**config.mk**
```make
export PLATFORM = sky130hd
export DESIGN_NAME = irrigation_zone_scheduler
export DESIGN_NICKNAME = d
export VERILOG_FILES = /design/src/rtl/irrigation_zone_scheduler.sv
export SDC_FILE = /design/constraint.sdc
export NUM_CORES = 1
export LEC_CHECK = 0
export BUFFER_PORTS_ARGS = -buffer_cell sky130_fd_sc_hd__buf_4
export CAP_MARGIN = 0
export CORE_UTILIZATION = 40
export DETAILED_ROUTE_END_ITERATION = 8
export GPL_ROUTABILITY_DRIVEN = 0
export PLACE_DENSITY_LB_ADDON = 0.1
export SETUP_SLACK_MARGIN = 0.05
export SYNTH_ARGS = -nofsm -noshare
export SYNTH_HDL_FRONTEND = slang
export SYNTH_SLANG_ARGS = --single-unit
```
**constraint.sdc**
```tcl
create_clock -name clock -period 4.9 [get_ports clock]
set_input_delay 0.735 -clock clock [delete_from_list [all_inputs] [get_ports clock]]
set_output_delay 0.735 -clock clock [all_outputs]
set_load 0.02 [all_outputs]
```
**src/rtl/irrigation_zone_scheduler.sv**
```systemverilog
// irrigation_zone_scheduler: round-robin zone irrigation with tank checks and a BCD mm:ss countdown.
// Define MANUAL_OVERRIDE_EN to add manual_request/manual_zone for operator-started runs.
module irrigation_zone_scheduler #(
  parameter int ZONES         = 4,
  parameter int ZONE_W        = 2,
  parameter int RUN_MINUTES   = 5,
  parameter int PAUSE_SECONDS = 10
) (
  input  logic              clock,
  input  logic              reset_n,
  input  logic              tick,
  input  logic              low_water_level,
  input  logic              mid_water_level,
  input  logic              high_water_level,
  input  logic [ZONES-1:0]  earth_humidity,
  input  logic              air_humidity,
  input  logic              low_temperature,
`ifdef MANUAL_OVERRIDE_EN
  input  logic              manual_request,
  input  logic [ZONE_W-1:0] manual_zone,
`endif
  output logic [ZONE_W-1:0] active_zone,
  output logic              irrigating,
  output logic [ZONES-1:0]  splinker_bomb,
  output logic [ZONES-1:0]  dripper_valvule,
  output logic              water_supply,
  output logic              alarm,
  output logic              fault,
  output logic [3:0]        minutes_d,
  output logic [3:0]        minutes_u,
  output logic [3:0]        seconds_d,
  output logic [3:0]        seconds_u
);
  typedef enum logic [1:0] {IDLE, RUN, PAUSE, FAULT} state_t;
  localparam logic [15:0] RUN_LOAD   = {4'(RUN_MINUTES / 10), 4'(RUN_MINUTES % 10), 8'h00};
  localparam logic [15:0] PAUSE_LOAD = {8'h00, 4'(PAUSE_SECONDS / 10), 4'(PAUSE_SECONDS % 10)};
  state_t state, state_nx;
  logic [ZONE_W-1:0] ptr, ptr_nx, zone, zone_nx, cand;
  logic mode, mode_nx, start, abort, conflict, sprinkle, expired;
  logic [15:0] bcd, bcd_nx;
  logic [ZONES-1:0] onehot;
  function automatic logic [ZONE_W-1:0] inc(input logic [ZONE_W-1:0] z);
    return (32'(z) == ZONES - 1) ? '0 : z + 1'b1;
  endfunction
  // mm:ss borrow chain; only applied to a non-zero value
  function automatic logic [15:0] dec(input logic [15:0] t);
    logic [3:0] md, mu, sd, su;
    {md, mu, sd, su} = t;
    if (su != 0) su = su - 4'd1;
    else begin
      su = 4'd9;
      if (sd != 0) sd = sd - 4'd1;
      else begin
        sd = 4'd5;
        if (mu != 0) mu = mu - 4'd1;
        else begin
          mu = 4'd9;
          md = md - 4'd1;
        end
      end
    end
    return {md, mu, sd, su};
  endfunction
  assign conflict = (high_water_level & ~mid_water_level) | (mid_water_level & ~low_water_level);
  assign sprinkle = ~air_humidity & ~low_temperature & mid_water_level;
  assign expired  = tick && bcd == 16'h0000;
`ifdef MANUAL_OVERRIDE_EN
  assign cand  = manual_request ? manual_zone : ptr;
  assign start = low_water_level & (manual_request | ~earth_humidity[ptr]);
  assign abort = (earth_humidity[zone] & ~manual_request) | ~low_water_level;
`else
  assign cand  = ptr;
  assign start = low_water_level & ~earth_humidity[ptr];
  assign abort = earth_humidity[zone] | ~low_water_level;
`endif
  always_ff @(posedge clock or negedge reset_n)
    if (!reset_n) begin
      state        <= IDLE;
      ptr          <= '0;
      zone         <= '0;
      mode         <= 1'b0;
      bcd          <= '0;
      water_supply <= 1'b0;
      alarm        <= 1'b0;
    end else begin
      state        <= state_nx;
      ptr          <= ptr_nx;
      zone         <= zone_nx;
      mode         <= mode_nx;
      bcd          <= bcd_nx;
      water_supply <= ~conflict & ~high_water_level;
      alarm        <= conflict | ~mid_water_level;
    end
  always_comb begin
    state_nx = state;
    ptr_nx   = ptr;
    zone_nx  = zone;
    mode_nx  = mode;
    bcd_nx   = bcd;
    if (conflict) begin
      state_nx = FAULT;
      bcd_nx   = '0;
    end else
      case (state)
        IDLE:
          if (start) begin
            state_nx = RUN;
            zone_nx  = cand;
            mode_nx  = sprinkle;
            bcd_nx   = RUN_LOAD;
          end else ptr_nx = inc(ptr);
        RUN:
          if (abort || expired) begin
            state_nx = PAUSE;
            bcd_nx   = PAUSE_LOAD;
          end else if (tick) bcd_nx = dec(bcd);
        PAUSE:
          if (expired) begin
            state_nx = IDLE;
            ptr_nx   = inc(zone);
          end else if (tick) bcd_nx = dec(bcd);
        default: state_nx = IDLE;
      endcase
  end
  assign onehot = ZONES'(1) << zone;
  always_comb begin
    irrigating      = state == RUN;
    fault           = state == FAULT;
    splinker_bomb   = (state == RUN && mode) ? onehot : '0;
    dripper_valvule = (state == RUN && !mode) ? onehot : '0;
    active_zone     = zone;
    {minutes_d, minutes_u, seconds_d, seconds_u} = bcd;
  end
endmodule

```
# Word-level counts from Yosys, hierarchy flattened

Cells that the tools add are included.

Register bits after elaboration: 25

Bitwise logic cells: 16
Equality and inequality tests: 11
Mux-type cells: 31
$lt $le $gt $ge: 2
$add $sub $neg: 6
Reductions and logical operators: 16
Shift-type cells: 1

Operators by type and width:

| cell                                                                    | number |
|---|---|
| 16-bit two-way mux                                                      | 5 |
| 16-bit one-hot mux with 3 select lines                                  | 1 |
| 4-bit two-way mux                                                       | 11 |
| 16-bit logical NOT                                                      | 1 |
| 2-bit two-way mux                                                       | 8 |
| 4-bit nonzero test                                                      | 4 |
| 4-bit by 1-bit subtractor with 4-bit output, second input constant      | 4 |
| 3-bit inequality test, second input constant                            | 3 |
| 3-bit AND reduction                                                     | 3 |
| 2-bit == test, second input constant                                    | 4 |
| 1-bit NOT                                                               | 7 |
| 1-bit bitwise AND                                                       | 6 |
| 2-bit by 3-bit < comparator with 1-bit output, second input constant    | 2 |
| 2-bit one-hot mux with 3 select lines                                   | 1 |
| 2-bit by 1-bit adder with 2-bit output, second input constant           | 2 |
| 1-bit binary-select mux with 2-bit select                               | 2 |
| 2-bit inequality test, second input constant                            | 2 |
| 2-bit one-hot mux with 2 select lines                                   | 1 |
| 4-bit AND reduction                                                     | 1 |
| 1-bit by 2-bit << shifter with 4-bit output, first input constant       | 1 |
| 1-bit logical AND                                                       | 3 |
| 3-bit by 1-bit inequality test with 1-bit output, second input constant | 1 |
| 1-bit bitwise OR                                                        | 3 |
| 2-bit by 1-bit == test with 1-bit output, second input constant         | 1 |
| 5 further kinds                                                         | 6 |

# Depth between registers and ports, before layout

Gate-level depths: netlist (run 1).

Depth in word-level cells: 8
Mapped depth: 9

# Worst setup path after synthesis (run 1)

OpenSTA, ideal clock, no wires.

Kind: reg-to-output
From: register state[1]
To: output port dripper_valvule[0]
Stages on the path, launching flop included: 7
Arrival time: 1,563 ps
Required time: 4,165 ps
Path buffers: 1
Setup slack: 2,602 ps
Path through: dfrtp_1 > inv_1 > ha_1 > clkbuf_1 > inv_1 > nor2_1 > and2_1

Word-level cells in the longest chain between the ends: 3

Ends and longest elaborated chain:

| what                                     | line | source |
|---|---|---|
| start, declared                          | 37   | `state_t state, state_nx;` |
| start signal, assigned                   | 86   | `state <= state_nx;` |
| 2-bit by 1-bit == test with 1-bit output | --   |  |
| named net irrigating                     | 23   | `output logic irrigating,` |
| 1-bit logical AND                        | 130  | `dripper_valvule = (state == RUN && !mode) ? onehot : '0;` |
| 4-bit two-way mux                        | 130  |  |
| end, declared                            | 25   | `output logic [ZONES-1:0] dripper_valvule,` |

The timed path passes the listed nets, and every way through them passes these cells.

# Worst setup path after layout (run 1)

From: register state[1]
To: output port dripper_valvule[2]

Word-level cells in the longest chain between the ends: 3

Ends and longest elaborated chain:

| what                                     | line |
|---|---|
| 2-bit by 1-bit == test with 1-bit output | 130 |
| 1-bit logical AND                        | 130 |
| 4-bit two-way mux                        | 130 |

No other way between the ends.

==> impl_metrics.env, run 1 <==
export IMPL_fin_worst_skew_ns=0.00436
export IMPL_cts_resized_gates=0
export IMPL_insertedDiodeCount=0
export IMPL_cpMaxStageDelayCell="ha_1"
export IMPL_synth_area_um2=1880
export IMPL_drc=10
export IMPL_antenna_found_initial=0
export IMPL_crit_path_frequent_cell="inv_1"
export IMPL_synth_edf_count=0
export IMPL_path_cells="inv_1 -> ha_1 -> inv_1 -> nor2_1 -> and2_1 -> buf_4"
export IMPL_rows=24
export IMPL_finalWorstPathRequiredPeriod_ns=2.67
export IMPL_insertion_delay_ns=0.28
export IMPL_p_leak_uw=0.00103
export IMPL_power_uw=1290
export IMPL_worst_pin_slew_ns=0.667
export IMPL_ys_types=52
export IMPL_placed_cells=288
export IMPL_dieArea_um2=4970
export IMPL_yosysSeqAreaShare=0.333
export IMPL_wl_mm=4.40
export IMPL_overflow=0
export IMPL_grt_usage=0.188
export IMPL_drive_gt1_frac=0.267
export IMPL_drv_cap=0
export IMPL_path_max_fanout=13
export IMPL_syn_area_per_cell_um2=9.29
export IMPL_clock_sinks=25
export IMPL_slowest_delay_ns=0.48
export IMPL_path_class="register to primary output"
export IMPL_boundaryPins=42
export IMPL_numCtsBuffers=3
export IMPL_ys_ff_latch=25
export IMPL_worstPathRequired_ns=4.16
export IMPL_vias=1690
export IMPL_drt_antenna_violating_nets=0
export IMPL_drv_slew=0
export IMPL_power_density_nw_per_um2=573
export IMPL_die_w_um=70.5
export IMPL_syn_to_final_growth_pct=20.1
export IMPL_drtIter0Drc=87
export IMPL_via_per_inst=5.79
export IMPL_status="complete, but fails checks"
export IMPL_root_buffer="clkbuf_8"
export IMPL_hp_class="primary input to async pin"
export IMPL_firstDrtPassIters=6
export IMPL_grt_max_degree=26
export IMPL_violations="DRC"
export IMPL_rsz0062_at_grt="false"
export IMPL_dpl_hpwl_mm=3.21
export IMPL_synth_flop_cell="dfrtp_1"
export IMPL_design_core_area_um2=4440
export IMPL_cts_setup_buffers=0
export IMPL_cts_tree="built"
export IMPL_max_freq_mhz=375
export IMPL_grt_pass1_vias=1519
export IMPL_cp_end_kind="primary output"
export IMPL_cp_start_kind="register"
export IMPL_synth_warnings=0
export IMPL_cts_hold_fix_buffers=0
export IMPL_synthArstFlopShare=1.00
export IMPL_die_h_um=70.5
export IMPL_fin_cells=292
export IMPL_htree_levels=1
export IMPL_slew_headroom=0.555
export IMPL_start_util=0.422
export IMPL_tns_ns=0
export IMPL_min_period_over_period=0.545
export IMPL_synth_nets=229
export IMPL_setup_viol=0
export IMPL_nNetsFinal=268
export IMPL_syn_inst=202
export IMPL_grt_pass1_wl_mm=7.39
export IMPL_ir_drop_mv=0.176
export IMPL_cts_buffer_depth=2
export IMPL_portBuffers=41
export IMPL_hold_viol=0
export IMPL_post_drt_wl_per_cell_um=15.1
export IMPL_cp_arrival_ns=1.93
export IMPL_clkTransAtPathRegs_ns=0.10
flip-flops by register name (all words and copies together) (netlist names):
| register | cells |
|---|---|
| alarm | 1 |
| active_zone | 2 |
| state | 2 |
| water_supply | 1 |
| bcd | 16 |
| cand | 2 |
| mode | 1 |
cells by family (layout without fill, tap and decap cells):
group                    Yosys count  count (layout)  share of synthesized area
buffers and inverters             24              62                     0.0553
multiplexers                       9               9                     0.0600
AND/OR/NAND/NOR                   75              75                      0.231
adder cells (fa/ha/maj)           15              15                      0.100
AO/OA/AOI/OAI                     54              54                      0.221
flip-flops                        25              25                      0.333
report_power, final:
part / internal, µW / leakage [µW] / total, µW / switching (µW)
registers: 262 / 0.000326 / 342 / 80.0
logic: 328 / 0.000683 / 818 / 491
clock network: 58.4 / 0.0000228 / 131 / 72.2
total: 648 / 0.00103 / 1290 / 643
worst paths after layout:
| kind | startpoint | to | slack [ns] | depth (start not counted) |
|---|---|---|---|---|
| setup / recovery | state[1] | dripper_valvule[2] | 2.23 | 6 |
| hold / removal | reset_n | water_supply | 0.34 | 1 |
| setup reg to reg | bcd[4] | bcd[13] | 2.40 | 7 |
| hold reg to reg | bcd[15] | bcd[15] | 0.56 | 1 |
| max in group asynchronous | reset_n | active_zone[1] | 4.29 | 1 |
| min in group clock | bcd[15] | bcd[15] | 0.56 | 1 |
cell usage in the layout (no fill, tap or decap), drive strengths merged, types with 2 or more instances in the layout:
cell    netlist  routed
a21o          2       2
a21oi         9       9
a22o          3       3
a31oi         8       8
a32o          2       2
and2          5       5
and3          6       6
buf           3      41
clkbuf        4       4
dfrtp        25      25
ha           15      15
inv          17      17
mux2          8       8
nand2        13      13
nand2b        4       4
nand3        13      13
nor2         15      15
nor3          5       5
nor3b         4       4
nor4          2       2
o211ai        3       3
o21ai         6       6
o22ai         4       4
o31ai         6       6
or3b          2       2
metal layers:
| layer | share of wire | track usage | vias up |
|---|---|---|---|
| met3 | 0.054 | 0.0231 | 5 |
| met5 | 0 | 0 | - |
| li1 | - | - | 827 |
| met2 | 0.46 | 0.304 | 54 |
| met4 | 0.013 | 0.0612 | 0 |
| met1 | 0.47 | 0.261 | 804 |
stage by stage:
step                 util  setup slack [ns]  area (µm²)  hold slack [ns]
finish              0.507              2.23        2250            0.342
global route        0.507              2.03        2250            0.371
CTS                 0.507              2.22        2250            0.362
detailed placement  0.497              2.26        2210            0.543
global placement    0.497              2.27        2210            0.540
floorplan               -              2.60        1880            0.439
synthesized netlist by cell type, types with 2 or more instances:
cell type / n / area [µm²]
nand2_1: 13 / 48.8
a21o_1: 2 / 15.0
a22o_1: 3 / 26.3
or3b_2: 2 / 17.5
o21ai_0: 6 / 30.0
mux2_2: 7 / 78.8
o211ai_1: 3 / 22.5
clkbuf_1: 3 / 11.3
and2_1: 5 / 31.3
nor3b_2: 2 / 25.0
a21oi_1: 8 / 40.0
o22ai_1: 4 / 25.0
ha_1: 15 / 188
nor3_1: 4 / 20.0
nor4_1: 2 / 12.5
inv_1: 17 / 63.8
nand2b_1: 4 / 25.0
dfrtp_1: 25 / 626
nand3_1: 12 / 60.1
a32o_1: 2 / 20.0
nor3b_1: 2 / 15.0
and3_1: 6 / 37.5
o31ai_1: 6 / 45.0
a31oi_1: 7 / 43.8
nor2_1: 15 / 56.3
area by class of cell:
cell class | count | area, µm²
Inverter | 17 | 63.8
Fill cell | 441 | 2190
Multi-Input combinational cell | 153 | 1150
Clock buffer | 4 | 45.0
Sequential cell | 25 | 626
Timing Repair Buffer | 41 | 308
Tap cell | 52 | 65.1
critical path: cells and delay by family (launching register included):
family | cells | cell delay, ns
fa+ha+maj | 1 | 0.48
buf+inv | 3 | 0.40
flops | 1 | 0.43
simple gates | 2 | 0.33
Power figures use the tool's default switching activity.
==> inputs of run 2 (changes only) <==
==> constraint.sdc (replaced) <==
create_clock -name clock -period 2.72 [get_ports clock]
set_input_delay 0.408 -clock clock [delete_from_list [all_inputs] [get_ports clock]]
set_output_delay 0.408 -clock clock [all_outputs]
set_load 0.02 [all_outputs]
==> impl_metrics.env, run 2 (same netlist as run 1, synthesis figures left out) <==
export IMPL_dieArea_um2=4970
export IMPL_largest_register_ffs=16
export IMPL_cts_resized_gates=0
export IMPL_fin_worst_skew_ns=0.00147
export IMPL_violations="DRC"
export IMPL_worstPathRequired_ns=2.89
export IMPL_worst_r2r_endpoint="bcd[13]"
export IMPL_cts_hold_fix_buffers=0
export IMPL_rows=24
export IMPL_insertion_delay_ns=0.27
export IMPL_power_density_nw_per_um2=1040
export IMPL_drv_cap=0
export IMPL_worst_pin_slew_ns=0.439
export IMPL_cp_end_kind="register"
export IMPL_design_core_area_um2=4440
export IMPL_p_seq_frac=0.261
export IMPL_drive_gt1_frac=0.282
export IMPL_post_drt_wl_per_cell_um=15.2
export IMPL_grt_usage=0.192
export IMPL_final_common_cell="buf_4"
export IMPL_cts_tree="built"
export IMPL_hold_viol=0
export IMPL_grt_max_degree=26
export IMPL_dpl_hpwl_mm=3.38
export IMPL_start_util=0.422
export IMPL_layout_common_cells="buf_4 (46), dfrtp_1 (25), inv_1 (17)"
export IMPL_syn_to_final_growth_pct=22.1
export IMPL_portBuffers=41
export IMPL_rsz0062_at_grt="false"
export IMPL_die_h_um=70.5
export IMPL_rrSetupSlack_ns=0.40
export IMPL_vias=1666
export IMPL_power_frac_comb=0.644
export IMPL_wl_mm=4.53
export IMPL_tns_ns=0
export IMPL_fin_cells=297
export IMPL_firstDrtPassIters=6
export IMPL_drv_slew=0
export IMPL_clkTransAtPathRegs_ns=0.09
export IMPL_r2r_start="bcd[4]"
export IMPL_hp_class="primary input to async pin"
export IMPL_root_buffer="clkbuf_8"
export IMPL_status="complete, but fails checks"
export IMPL_wl_met3_um=222
export IMPL_setup_viol=0
export IMPL_ir_drop_mv=0.410
export IMPL_switching_share=0.491
export IMPL_placed_cells=293
export IMPL_cts_buffer_depth=2
export IMPL_cpMaxStageDelayCell="dfrtp_1"
export IMPL_ff2ff_path_depth=8
export IMPL_min_period_over_period=0.852
export IMPL_slowest_delay_ns=0.44
export IMPL_path_max_fanout=8
export IMPL_crit_family="compound AO/OA/AOI/OAI gates"
export IMPL_cts_setup_buffers=0
export IMPL_grt_pass1_vias=1622
export IMPL_cp_start_kind="register"
export IMPL_topRoutingLayerUsed="met4"
export IMPL_grt_pass1_wl_mm=7.59
export IMPL_boundaryPins=42
export IMPL_clockPowerShare=0.095
export IMPL_drtIter0Drc=79
export IMPL_wl_met2_mm=2.16
export IMPL_insertedDiodeCount=0
export IMPL_nNetsFinal=273
export IMPL_preCtsSetupSlack_ns=0.426
export IMPL_htree_levels=1
export IMPL_die_w_um=70.5
export IMPL_slew_headroom=0.707
export IMPL_clock_sinks=25
export IMPL_fin_ws_ns=0.404
export IMPL_numCtsBuffers=3
export IMPL_switching_power_uw=1160
export IMPL_drt_antenna_violating_nets=0
export IMPL_drc=10
export IMPL_m1WireLength_mm=2.11
export IMPL_max_freq_mhz=432
export IMPL_cp_arrival_ns=2.48
export IMPL_finalWorstPathRequiredPeriod_ns=2.32
export IMPL_path_class="register to register"
export IMPL_top_register="bcd"
export IMPL_via_per_inst=5.61
export IMPL_p_int_uw=1210
export IMPL_path_buf_inv=2
export IMPL_path_cells="inv_1 -> ha_1 -> nor3b_2 -> buf_4 -> nand4_1 -> a31oi_4 -> o31ai_1 -> a22o_1"
export IMPL_p_leak_uw=0.00106
export IMPL_overflow=0
export IMPL_antenna_found_initial=0
-- run 2: cell count changes in the layout (fill, tap and decap cells not counted), sizes merged --
cell and delta:
buf +5
-- run 2: metrics by stage --
stage / instance area (µm²) / total power [µW] / hold slack [ns] / util
after floorplan: 1880 / 1710 / 0.112 / -
after global placement: 2250 / 2150 / 0.344 / 0.506
after detailed placement: 2250 / 2160 / 0.345 / 0.506
after CTS: 2290 / 2400 / 0.0440 / 0.516
after global routing: 2290 / 2600 / 0.0431 / 0.516
final: 2290 / 2370 / 0.0348 / 0.516
-- run 2: layout make-up --
| type | instances | area, µm² |
|---|---|---|
| Clock buffer | 4 | 45.0 |
| Fill cell | 438 | 2150 |
| Inverter | 17 | 63.8 |
| Multi-Input combinational cell | 153 | 1150 |
| Sequential cell | 25 | 626 |
| Tap cell | 52 | 65.1 |
| Timing Repair Buffer | 46 | 345 |
-- run 2: worst max path at each step --
stage	startpoint	to	depth (start not counted)
floorplan	bcd[0]	bcd[13]	8
global placement	bcd[1]	bcd[13]	7
detailed placement	bcd[4]	bcd[13]	8
CTS	bcd[4]	bcd[13]	8
global route	bcd[8]	bcd[13]	7
finish	bcd[4]	bcd[13]	8
-- run 2: power groups by stage --
stage,Clock [µW],Combinational (µW),Sequential [µW]
final,225,1530,619
after detailed placement,0,1530,628
after CTS,235,1540,620
after global placement,0,1520,626
after global routing,255,1710,641
after floorplan,0,1050,667
-- run 2: per-layer routing --
metal  GRT usage  vias to the layer above
met2       0.319                       47
met4      0.0431                        0
li1            -                      834
met1       0.258                      781
met3      0.0375                        4
met5           0                        -
-- run 2: worst reg2reg max path: stages, from the launching register on --
cell,delay [ns]
dfrtp_1,0.44
inv_1,0.08
ha_1,0.21
nor3b_2,0.24
buf_4,0.19
nand4_1,0.22
a31oi_4,0.42
o31ai_1,0.15
a22o_1,0.26
